$ cat src/rtl/common_pkg.sv
// Shared decode types and helpers for the decode stage.
// Holds the instruction/branch/control types, the base opcode constants
// and the two pure decode functions (control bundle and immediate).
package common;

  typedef logic [31:0] instruction_type;

  typedef struct packed {
    logic        taken;
    logic [31:0] target;
  } branch_predict_type;

  typedef struct packed {
    logic       reg_write;
    logic       mem_read;
    logic       mem_write;
    logic       branch;
    logic       jump;
    logic       alu_src_imm;
    logic [3:0] alu_op;
  } control_type;

  localparam logic [6:0] OPC_OP     = 7'b0110011;
  localparam logic [6:0] OPC_OP_IMM = 7'b0010011;
  localparam logic [6:0] OPC_LOAD   = 7'b0000011;
  localparam logic [6:0] OPC_JALR   = 7'b1100111;
  localparam logic [6:0] OPC_STORE  = 7'b0100011;
  localparam logic [6:0] OPC_BRANCH = 7'b1100011;
  localparam logic [6:0] OPC_LUI    = 7'b0110111;
  localparam logic [6:0] OPC_AUIPC  = 7'b0010111;
  localparam logic [6:0] OPC_JAL    = 7'b1101111;

  // Unknown opcodes fall through to an all-zero bundle, which EX treats as NOP.
  function automatic control_type decode_control(input instruction_type instr);
    control_type c;
    c = '0;
    case (instr[6:0])
      OPC_OP: begin
        c.reg_write = 1'b1;
        c.alu_op    = {instr[30], instr[14:12]};
      end
      OPC_OP_IMM: begin
        c.reg_write   = 1'b1;
        c.alu_src_imm = 1'b1;
        // Only the shift-right encoding uses bit 30 to pick arithmetic vs logical.
        c.alu_op      = {(instr[14:12] == 3'b101) ? instr[30] : 1'b0, instr[14:12]};
      end
      OPC_LOAD: begin
        c.reg_write   = 1'b1;
        c.mem_read    = 1'b1;
        c.alu_src_imm = 1'b1;
      end
      OPC_STORE: begin
        c.mem_write   = 1'b1;
        c.alu_src_imm = 1'b1;
      end
      OPC_BRANCH: begin
        c.branch = 1'b1;
        c.alu_op = {1'b0, instr[14:12]};
      end
      OPC_JAL: begin
        c.reg_write = 1'b1;
        c.jump      = 1'b1;
      end
      OPC_JALR: begin
        c.reg_write   = 1'b1;
        c.jump        = 1'b1;
        c.alu_src_imm = 1'b1;
      end
      OPC_LUI, OPC_AUIPC: begin
        c.reg_write   = 1'b1;
        c.alu_src_imm = 1'b1;
      end
      default: c = '0;
    endcase
    return c;
  endfunction

  function automatic logic [31:0] decode_immediate(input instruction_type instr);
    logic [31:0] imm;
    case (instr[6:0])
      OPC_OP_IMM, OPC_LOAD, OPC_JALR:
        imm = {{20{instr[31]}}, instr[31:20]};
      OPC_STORE:
        imm = {{20{instr[31]}}, instr[31:25], instr[11:7]};
      OPC_BRANCH:
        imm = {{19{instr[31]}}, instr[31], instr[7], instr[30:25], instr[11:8], 1'b0};
      OPC_LUI, OPC_AUIPC:
        imm = {instr[31:12], 12'b0};
      OPC_JAL:
        imm = {{11{instr[31]}}, instr[31], instr[19:12], instr[20], instr[30:21], 1'b0};
      default:
        imm = '0;
    endcase
    return imm;
  endfunction

endpackage

$ cat src/rtl/id_regfile.sv
// Register file for the decode stage.
// Ports: clk/rst (sync, active-high); NUM_WR write ports (write_en,
// write_id, write_data); two combinational read ports rs1/rs2.
// Register 0 is never written and always reads zero. When several ports
// hit the same register in one cycle the highest port index wins, both
// for the stored value and for the same-cycle bypass.
module id_regfile
  import common::*;
#(
  parameter int XLEN      = 32,
  parameter int NUM_REGS  = 32,
  parameter int NUM_WR    = 2,
  parameter int BYPASS_EN = 1,
  localparam int RW       = $clog2(NUM_REGS)
) (
  input  logic                           clk,
  input  logic                           rst,
  input  logic [NUM_WR-1:0]              write_en,
  input  logic [NUM_WR-1:0][RW-1:0]      write_id,
  input  logic [NUM_WR-1:0][XLEN-1:0]    write_data,
  input  logic [RW-1:0]                  rs1_id,
  input  logic [RW-1:0]                  rs2_id,
  output logic [XLEN-1:0]                rs1_data,
  output logic [XLEN-1:0]                rs2_data
);

  logic [XLEN-1:0] regs [NUM_REGS];

  // Ascending port loop: later non-blocking writes override earlier ones.
  always_ff @(posedge clk) begin
    if (rst) begin
      for (int i = 0; i < NUM_REGS; i++) regs[i] <= '0;
    end else begin
      for (int p = 0; p < NUM_WR; p++) begin
        if (write_en[p] && (write_id[p] != '0)) regs[write_id[p]] <= write_data[p];
      end
    end
  end

  always_comb begin
    rs1_data = (rs1_id == '0) ? '0 : regs[rs1_id];
    rs2_data = (rs2_id == '0) ? '0 : regs[rs2_id];
    if (BYPASS_EN != 0) begin
      for (int p = 0; p < NUM_WR; p++) begin
        if (write_en[p] && (write_id[p] == rs1_id) && (rs1_id != '0)) rs1_data = write_data[p];
        if (write_en[p] && (write_id[p] == rs2_id) && (rs2_id != '0)) rs2_data = write_data[p];
      end
    end
  end

endmodule

$ cat src/rtl/id_stage_pipe.sv
// Decode stage between IF and EX.
// Ports: clk/rst (sync, active-high); IF side in_valid/in_ready with
// instruction, pc, branch_in and flush; write-back ports write_en/id/data;
// EX side out_valid/out_ready with branch_out, reg_rd_id, pc_out,
// read_data1/2, immediate_data, control_signals.
// The output bundle is a single pipeline register. While EX stalls the
// held operands keep tracking write-back to their source registers so EX
// never consumes a stale value.
module id_stage_pipe
  import common::*;
#(
  parameter int XLEN      = 32,
  parameter int NUM_REGS  = 32,
  parameter int NUM_WR    = 2,
  parameter int BYPASS_EN = 1,
  localparam int RW       = $clog2(NUM_REGS)
) (
  input  logic                        clk,
  input  logic                        rst,
  input  logic                        in_valid,
  output logic                        in_ready,
  input  instruction_type             instruction,
  input  logic [XLEN-1:0]             pc,
  input  branch_predict_type          branch_in,
  input  logic                        flush,
  input  logic [NUM_WR-1:0]           write_en,
  input  logic [NUM_WR-1:0][RW-1:0]   write_id,
  input  logic [NUM_WR-1:0][XLEN-1:0] write_data,
  output logic                        out_valid,
  input  logic                        out_ready,
  output branch_predict_type          branch_out,
  output logic [RW-1:0]               reg_rd_id,
  output logic [XLEN-1:0]             pc_out,
  output logic [XLEN-1:0]             read_data1,
  output logic [XLEN-1:0]             read_data2,
  output logic [XLEN-1:0]             immediate_data,
  output control_type                 control_signals
);

  logic [RW-1:0]   rs1_id, rs2_id, rd_id;
  logic [RW-1:0]   rs1_q, rs2_q;
  logic [XLEN-1:0] rs1_data, rs2_data;
  logic [XLEN-1:0] ref1_data, ref2_data;
  logic [31:0]     imm32;
  logic [XLEN-1:0] imm_ext;
  control_type     ctrl_dec;
  logic            accept;

  assign rs1_id   = instruction[15 +: RW];
  assign rs2_id   = instruction[20 +: RW];
  assign rd_id    = instruction[7 +: RW];
  assign imm32    = decode_immediate(instruction);
  assign imm_ext  = XLEN'($signed(imm32));
  assign ctrl_dec = decode_control(instruction);

  assign in_ready = !out_valid || out_ready;
  assign accept   = in_valid && in_ready && !flush;

  id_regfile #(
    .XLEN      (XLEN),
    .NUM_REGS  (NUM_REGS),
    .NUM_WR    (NUM_WR),
    .BYPASS_EN (BYPASS_EN)
  ) u_regfile (
    .clk        (clk),
    .rst        (rst),
    .write_en   (write_en),
    .write_id   (write_id),
    .write_data (write_data),
    .rs1_id     (rs1_id),
    .rs2_id     (rs2_id),
    .rs1_data   (rs1_data),
    .rs2_data   (rs2_data)
  );

  // Refresh values for the held operands: last matching port wins, x0 never matches.
  always_comb begin
    ref1_data = read_data1;
    ref2_data = read_data2;
    for (int p = 0; p < NUM_WR; p++) begin
      if (write_en[p] && (write_id[p] == rs1_q) && (rs1_q != '0)) ref1_data = write_data[p];
      if (write_en[p] && (write_id[p] == rs2_q) && (rs2_q != '0)) ref2_data = write_data[p];
    end
  end

  always_ff @(posedge clk) begin
    if (rst) begin
      out_valid       <= 1'b0;
      branch_out      <= '0;
      reg_rd_id       <= '0;
      pc_out          <= '0;
      read_data1      <= '0;
      read_data2      <= '0;
      immediate_data  <= '0;
      control_signals <= '0;
      rs1_q           <= '0;
      rs2_q           <= '0;
    end else if (flush) begin
      out_valid <= 1'b0;
    end else if (accept) begin
      out_valid       <= 1'b1;
      branch_out      <= branch_in;
      reg_rd_id       <= rd_id;
      pc_out          <= pc;
      read_data1      <= rs1_data;
      read_data2      <= rs2_data;
      immediate_data  <= imm_ext;
      control_signals <= ctrl_dec;
      rs1_q           <= rs1_id;
      rs2_q           <= rs2_id;
    end else if (out_valid && out_ready) begin
      out_valid <= 1'b0;
    end else if (out_valid) begin
      read_data1 <= ref1_data;
      read_data2 <= ref2_data;
    end
  end

endmodule

$ cat config.mk
export PLATFORM = sky130hd
export DESIGN_NAME = id_stage_pipe
export DESIGN_NICKNAME = d
export VERILOG_FILES = /design/src/rtl/common_pkg.sv /design/src/rtl/id_regfile.sv /design/src/rtl/id_stage_pipe.sv
export SDC_FILE = /design/constraint.sdc
export NUM_CORES = 2
export LEC_CHECK = 0
export ABC_AREA = 1
export BUFFER_PORTS_ARGS = -buffer_cell sky130_fd_sc_hd__buf_2
export CORE_ASPECT_RATIO = 1.1
export CORE_UTILIZATION = 23
export CTS_CLUSTER_SIZE = 10
export DETAILED_ROUTE_END_ITERATION = 8
export GPL_ROUTABILITY_DRIVEN = 0
export MAX_ROUTING_LAYER = met4
export PLACE_DENSITY = 0.35
export SLEW_MARGIN = 15
export SYNTH_ARGS = -nofsm -noshare
export SYNTH_HDL_FRONTEND = slang
export SYNTH_HIERARCHICAL = 1
export SYNTH_SLANG_ARGS = --single-unit
$ cat constraint.sdc
create_clock -name clk -period 5.3 [get_ports clk]
set_input_delay 1.06 -clock clk [delete_from_list [all_inputs] [get_ports clk]]
set_output_delay 1.06 -clock clk [all_outputs]
set_load 0.02 [all_outputs]
==> Yosys cells after proc, flatten, opt, wreduce, memory -nomap -nowiden <==
Memory sizes are Yosys's and may differ from the RTL's.
Index checks and enable logic that the tools add are counted.
{ "word_totals": {"ff_bits": 187, "ramBits": 1024, "inputBits": 178, "elab_cells": 126, "memories": 1} }
{ "mem_list": {"columns": ["name", "depth", "width", "rd", "rd_clocked_by_memory_dff", "write_ports", "line", "source"], "rows": [
  ["u_regfile.regs", 32, 32, 2, 0, 32, "id_regfile.sv:27", "logic [XLEN-1:0] regs [NUM_REGS];"]
]} }
{ "classes": {"eq_ne": 19, "mux": 41, "bitwise_logic": 1, "reduce_logical": 47} }
{ "op_table": {"columns": ["operator", "count"], "rows": [
  ["32-bit 2-to-1 mux", 18],
  ["32-bit one-hot mux with 5 select lines", 1],
  ["32-bit OR reduction", 2],
  ["5-bit equality test", 8],
  ["5-bit nonzero test", 6],
  ["7-bit by 6-bit equality test with 1-bit output, second input constant", 3],
  ["7-bit equality test, second input constant", 3],
  ["1-bit logical AND", 21],
  ["1-bit 2-to-1 mux", 19],
  ["7-bit by 5-bit equality test with 1-bit output, second input constant", 2],
  ["4-bit one-hot mux with 3 select lines", 1],
  ["5-bit zero test", 2],
  ["5-bit 2-to-1 mux", 2],
  ["4-bit AND reduction", 2],
  ["7-bit by 2-bit equality test with 1-bit output, second input constant", 1],
  ["7-bit OR reduction", 1],
  ["3-bit nonzero test", 2],
  ["2-bit OR reduction", 3],
  ["6-bit OR reduction", 1],
  ["2-bit nonzero test", 2],
  ["3-bit equality test, second input constant", 1],
  ["3-bit OR reduction", 1],
  ["1-bit zero test", 2],
  ["2-bit inequality test, second input constant", 1],
  ["3 further kinds", 3]
]} }

==> Depth between registers and ports, before layout <==
{ "depth": {"ltp_word": 8, "depth_mapped": 16} }

==> Modules after synthesis <==
Netlist, hierarchy kept.
{ "by_module_without_submodules": {"columns": ["module", "instances", "cells_each", "area_per_inst_um2", "seq_area_each_um2"], "rows": [
  ["id_regfile", 1, 8488, 64735.8, 30749.5],
  ["id_stage_pipe", 1, 1619, 9685.5, 3743.6]
]} }

==> Worst setup path after synthesis <==
Ideal clock, no wire load.
{ "synth_path": {"path_type": "input to register", "startpoint": "input port write_id[2] in the netlist's numbering", "endpoint": "memory u_regfile.regs[4][0] (enable)", "setup_ns": 0.431, "t_arrival_ns": 3.245, "slack_ns": 1.624, "cell_stages": 5, "n_path_buf": 1, "path_cell_list": "buf_2 -> inv_1 -> nor3_1 -> inv_1 -> o211ai_1"} }
{ "synth_lines": {"columns": ["element", "line", "source"], "rows": [
  ["from (decl)", "id_stage_pipe.sv:27", "input logic [NUM_WR-1:0][RW-1:0] write_id,"],
  ["to (decl)", "id_regfile.sv:27", null]
]} }

==> Worst setup path in the final report <==
{ "layout_path": {"startpoint": "input port instruction[20]", "endpoint": "register read_data2[5]"} }
{ "layout_via": {"elab_chain_cells": 6, "elab_cells_between_ends": 13} }
{ "layout_lines": {"columns": ["element", "line", "source"], "rows": [
  ["from (decl)", "id_stage_pipe.sv:22", "input instruction_type instruction,"],
  ["parallel branches: the longest is 4 deep, another holds memory 32 x 32 bit", null, null],
  ["32-bit 2-to-1 mux *", "id_regfile.sv:46", "if (write_en[p] && (write_id[p] == rs2_id) && (rs2_id != '0)) rs2_data = write_data[p];"],
  ["named net rs2_data[5]", "id_stage_pipe.sv:42", "logic [XLEN-1:0] rs1_data, rs2_data;"],
  ["32-bit 2-to-1 mux *", "id_stage_pipe.sv:100", "end else if (accept) begin"],
  ["to (signal assigned)", "id_stage_pipe.sv:106", "read_data2 <= rs2_data;"],
  ["to (signal assigned)", "id_stage_pipe.sv:115", "read_data2 <= ref2_data;"],
  ["to (decl)", "id_stage_pipe.sv:35", "output logic [XLEN-1:0] read_data2,"]
]} }
Mark *: on every way through the listed nets, which the timed path passes.
A chain may end at the register's enable or synchronous reset.

==> results.json <==
{
  "status": "complete, no violations",
  "dieHeight_um": 599,
  "fin_ws_ps": 1800,
  "tritoncts": "yes",
  "met2_length_um": 212000,
  "fin_area_sq_um": 86300,
  "irDropWorstVdd_v": 0.000250,
  "syn_area_per_cell_sq_um": 7.36,
  "initial_utilization_pct": 23.2,
  "place.port_buffers": 355,
  "synth_compound_area_share_pct": 10.6,
  "drive_gt1_share_pct": 10.5,
  "slew_headroom_pct": 12.4,
  "finClkSkew_ps": 42.2,
  "dp_hpwl_um": 284000,
  "cts_made_buffers": 165,
  "slowest_stage": "buf_4",
  "cp.arrival_ps": 4250,
  "vias_per_cell": 5.46,
  "setup_tns_ps": 0,
  "clkSinkCount": 1211,
  "synth_fa_ha_area_share_pct": 0,
  "top_layer_used": "met4",
  "fin_crit_sh_pct": 66.0,
  "path_class": "in2reg",
  "final-setup-viol-count": 0,
  "cts_hold_buf": 0,
  "dp_slack_ps": 1000,
  "first_pass_iters": 6,
  "remaining_drc_errors": 0,
  "met1Wirelength_um": 186000,
  "path_max_fanout": 83,
  "post-cts-setup-buffers": 0,
  "dieArea_sq_um": 326000,
  "fmax_mhz": 286,
  "wire_per_inst_um": 32.3,
  "synth.area.mux_share_pct": 0,
  "overflow": 0,
  "hold_viol_final": 0,
  "cts_resized": 0,
  "tightest_slew_ps": 1310,
  "fin_nets": 10200,
  "synth_cell_type_count": 34,
  "vias": 78900,
  "critPathTopFamily": "simple AND/OR/NAND/NOR gates",
  "r2r_cells": 11,
  "grt_pass1_wl_um": 626000,
  "final_common_cell": "nand2_1",
  "routed-wl-met3_um": 40200,
  "cts.clk_slew.worst_paths_ps": 60,
  "clock_latency_ps": 880,
  "netlist_area_sq_um": 74400,
  "grt_setup_unrepaired": "no",
  "end_kind": "flip-flop",
  "layout_common_cells": "nand2_1 (2,620), nand3_1 (2,050), inv_1 (1,256), edfxtp_1 (1,024), o22ai_1 (986)",
  "fp-row-count": 218,
  "place_area_sq_um": 81400,
  "crit_chain": "buf_8 > inv_8 > buf_4 > nand2_1 > nand3_1 > nand3_1 > nand3_1 > nand3_1 > nand3_1 > a21oi_1 > nand2_1 > nand3_1 > nor2_1 > nor2_1",
  "worst-path-buf-inv": 3,
  "timing.hold.ws_ps": 439,
  "die-width_um": 544,
  "grt_pass1_vias": 73800,
  "stdcell_count": 14500,
  "ys_seq_area_share_pct": 46.3,
  "startpoint_type": "input port",
  "yosys.area_share.xor_xnor_pct": 0.118,
  "yosys_warnings": 6,
  "clk_path_buf_depth": 4,
  "min_path_cells": 3,
  "area_delta_synth_final_pct": 15.9,
  "worstSetupPathDepth": 14,
  "fin_crit_ps": 3500,
  "worstPathRequired_ps": 6060,
  "ctsRootBufferMaster": "clkbuf_16",
  "dp.cells": 14200,
  "maxCapViolations": 0,
  "synth_top_family_by_area": "simple AND/OR/NAND/NOR gates",
  "grt_max_degree": 105,
  "drt-initial-drc-count": 9927,
  "crit_top_cell": "nand3_1",
  "netlist_instances": 10100,
  "power.density_nw_per_um2": 307,
  "coreArea_sq_um": 321000,
  "hold_path.class": "in2reg",
  "htreeDepth": 4,
  "synthSimpleGateAreaFrac_pct": 30.8,
  "leakagePower_nw": 37.1,
  "report.final.slew_viol_count": 0,
  "grt.total_usage_pct": 28.4,
  "antenna_found_initial": 40,
  "io_pins": 356,
  "ys_seq_elements": 1211,
  "routed_wl_um": 467000,
  "ant_nets": 0,
  "max_stage_delay_ps": 670,
  "fillerInstances": 35300
}
[Yosys cell counts]
| cell type | number | area share, % |
|---|---|---|
| a21oi_1 | 124 | 0.83 |
| a31oi_1 | 2 | 0.017 |
| buf_1 | 83 | 0.42 |
| buf_2 | 252 | 1.7 |
| buf_4 | 41 | 0.41 |
| buf_6 | 5 | 0.076 |
| clkbuf_1 | 571 | 2.9 |
| clkinv_1 | 1 | 0.0050 |
| conb_1 | 1 | 0.0050 |
| dfxtp_1 | 187 | 5.0 |
| edfxtp_1 | 1024 | 41 |
| inv_1 | 1299 | 6.6 |
| inv_2 | 18 | 0.091 |
| nand2_1 | 2663 | 13 |
| nand2_2 | 44 | 0.37 |
| nand3_1 | 2051 | 14 |
| nand3_2 | 4 | 0.054 |
| nand3b_1 | 10 | 0.10 |
| nand3b_2 | 1 | 0.015 |
| nand4_1 | 10 | 0.084 |
| nor2_1 | 516 | 2.6 |
| nor2_2 | 3 | 0.025 |
| nor2_4 | 2 | 0.030 |
| nor3_1 | 12 | 0.081 |
| nor3_2 | 7 | 0.094 |
| nor3_4 | 3 | 0.066 |
| o211ai_1 | 65 | 0.66 |
| o21ai_0 | 92 | 0.62 |
| o21ai_1 | 3 | 0.020 |
| o22ai_1 | 986 | 8.3 |
| o22ai_2 | 9 | 0.15 |
| or2_2 | 8 | 0.067 |
| xnor2_1 | 8 | 0.094 |
| xor2_1 | 2 | 0.024 |
[registers in the layout, indices dropped and copies added (netlist names)]
| signal | flops |
|---|---|
| pc_out | 32 |
| control_signals | 10 |
| read_data2 | 32 |
| immediate_data | 32 |
| reg_rd_id | 5 |
| rs1_q | 5 |
| branch_out | 33 |
| u_regfile/regs | 1024 |
| rs2_q | 5 |
| read_data1 | 32 |
| out_valid | 1 |
[cell type report]
type	instances	area, sq um	share of cell area (%)
clock buffers	228	4500	5.22
repair buffers	684	5320	6.17
flip-flops and latches	1211	34500	40.0
multi-input cells	6657	31200	36.1
diodes	21	52.6	0.0609
well taps	4290	5370	6.22
inverters	1318	5000	5.80
clock inverters	50	362	0.419
[worst min-delay path: stages]
cell	delay (ps)
buf_2	70
o21ai_0	70
nor2_1	70
[kinds of logic after synthesis]
| group | Yosys count |
|---|---|
| flip-flops | 1211 |
| AND/OR/NAND/NOR | 5334 |
| other | 1 |
| XOR/XNOR | 10 |
| buffers and inverters | 2270 |
| AO/OA/AOI/OAI | 1281 |
[power by group]
part / total, mW / switching (mW) / internal, mW
Sequential: 11.1 / 0.220 / 10.9
Combinational: 4.62 / 3.54 / 1.08
Clock: 10.8 / 4.72 / 6.09
Total: 26.5 / 8.48 / 18.0
[stage by stage]
| step | util [%] | power (mW) |
|---|---|---|
| 2_1_floorplan | - | 13.6 |
| 3_3_place_gp | 25.3 | 15.8 |
| 3_5_place_dp | 25.3 | 15.8 |
| 4_1_cts | 26.8 | 26.6 |
| 5_1_grt | 26.8 | 27.3 |
| 6_report | 26.8 | 26.5 |
[layer usage]
| layer | up-vias | track usage, % |
|---|---|---|
| met2 | 4737 | 44.1 |
| li1 | 33700 | - |
| met1 | 39300 | 34.8 |
| met5 | - | - |
| met4 | 0 | 15.3 |
| met3 | 1233 | 5.17 |
[worst paths after layout]
path | start | endpoint | slack (ps)
worst min register to register | immediate_data[3]$_SDFFE_PP0P_ | immediate_data[3]$_SDFFE_PP0P_ | 460
worst max register to register | rs2_q[2]$_SDFFE_PP0P_ | read_data2[5]$_SDFFE_PP0P_ | 2380
worst min-delay path | pc[7] | pc_out[7]$_SDFFE_PP0P_ | 440
worst max-delay path | instruction[20] | read_data2[5]$_SDFFE_PP0P_ | 1800
(Power assumes the default switching activity.)
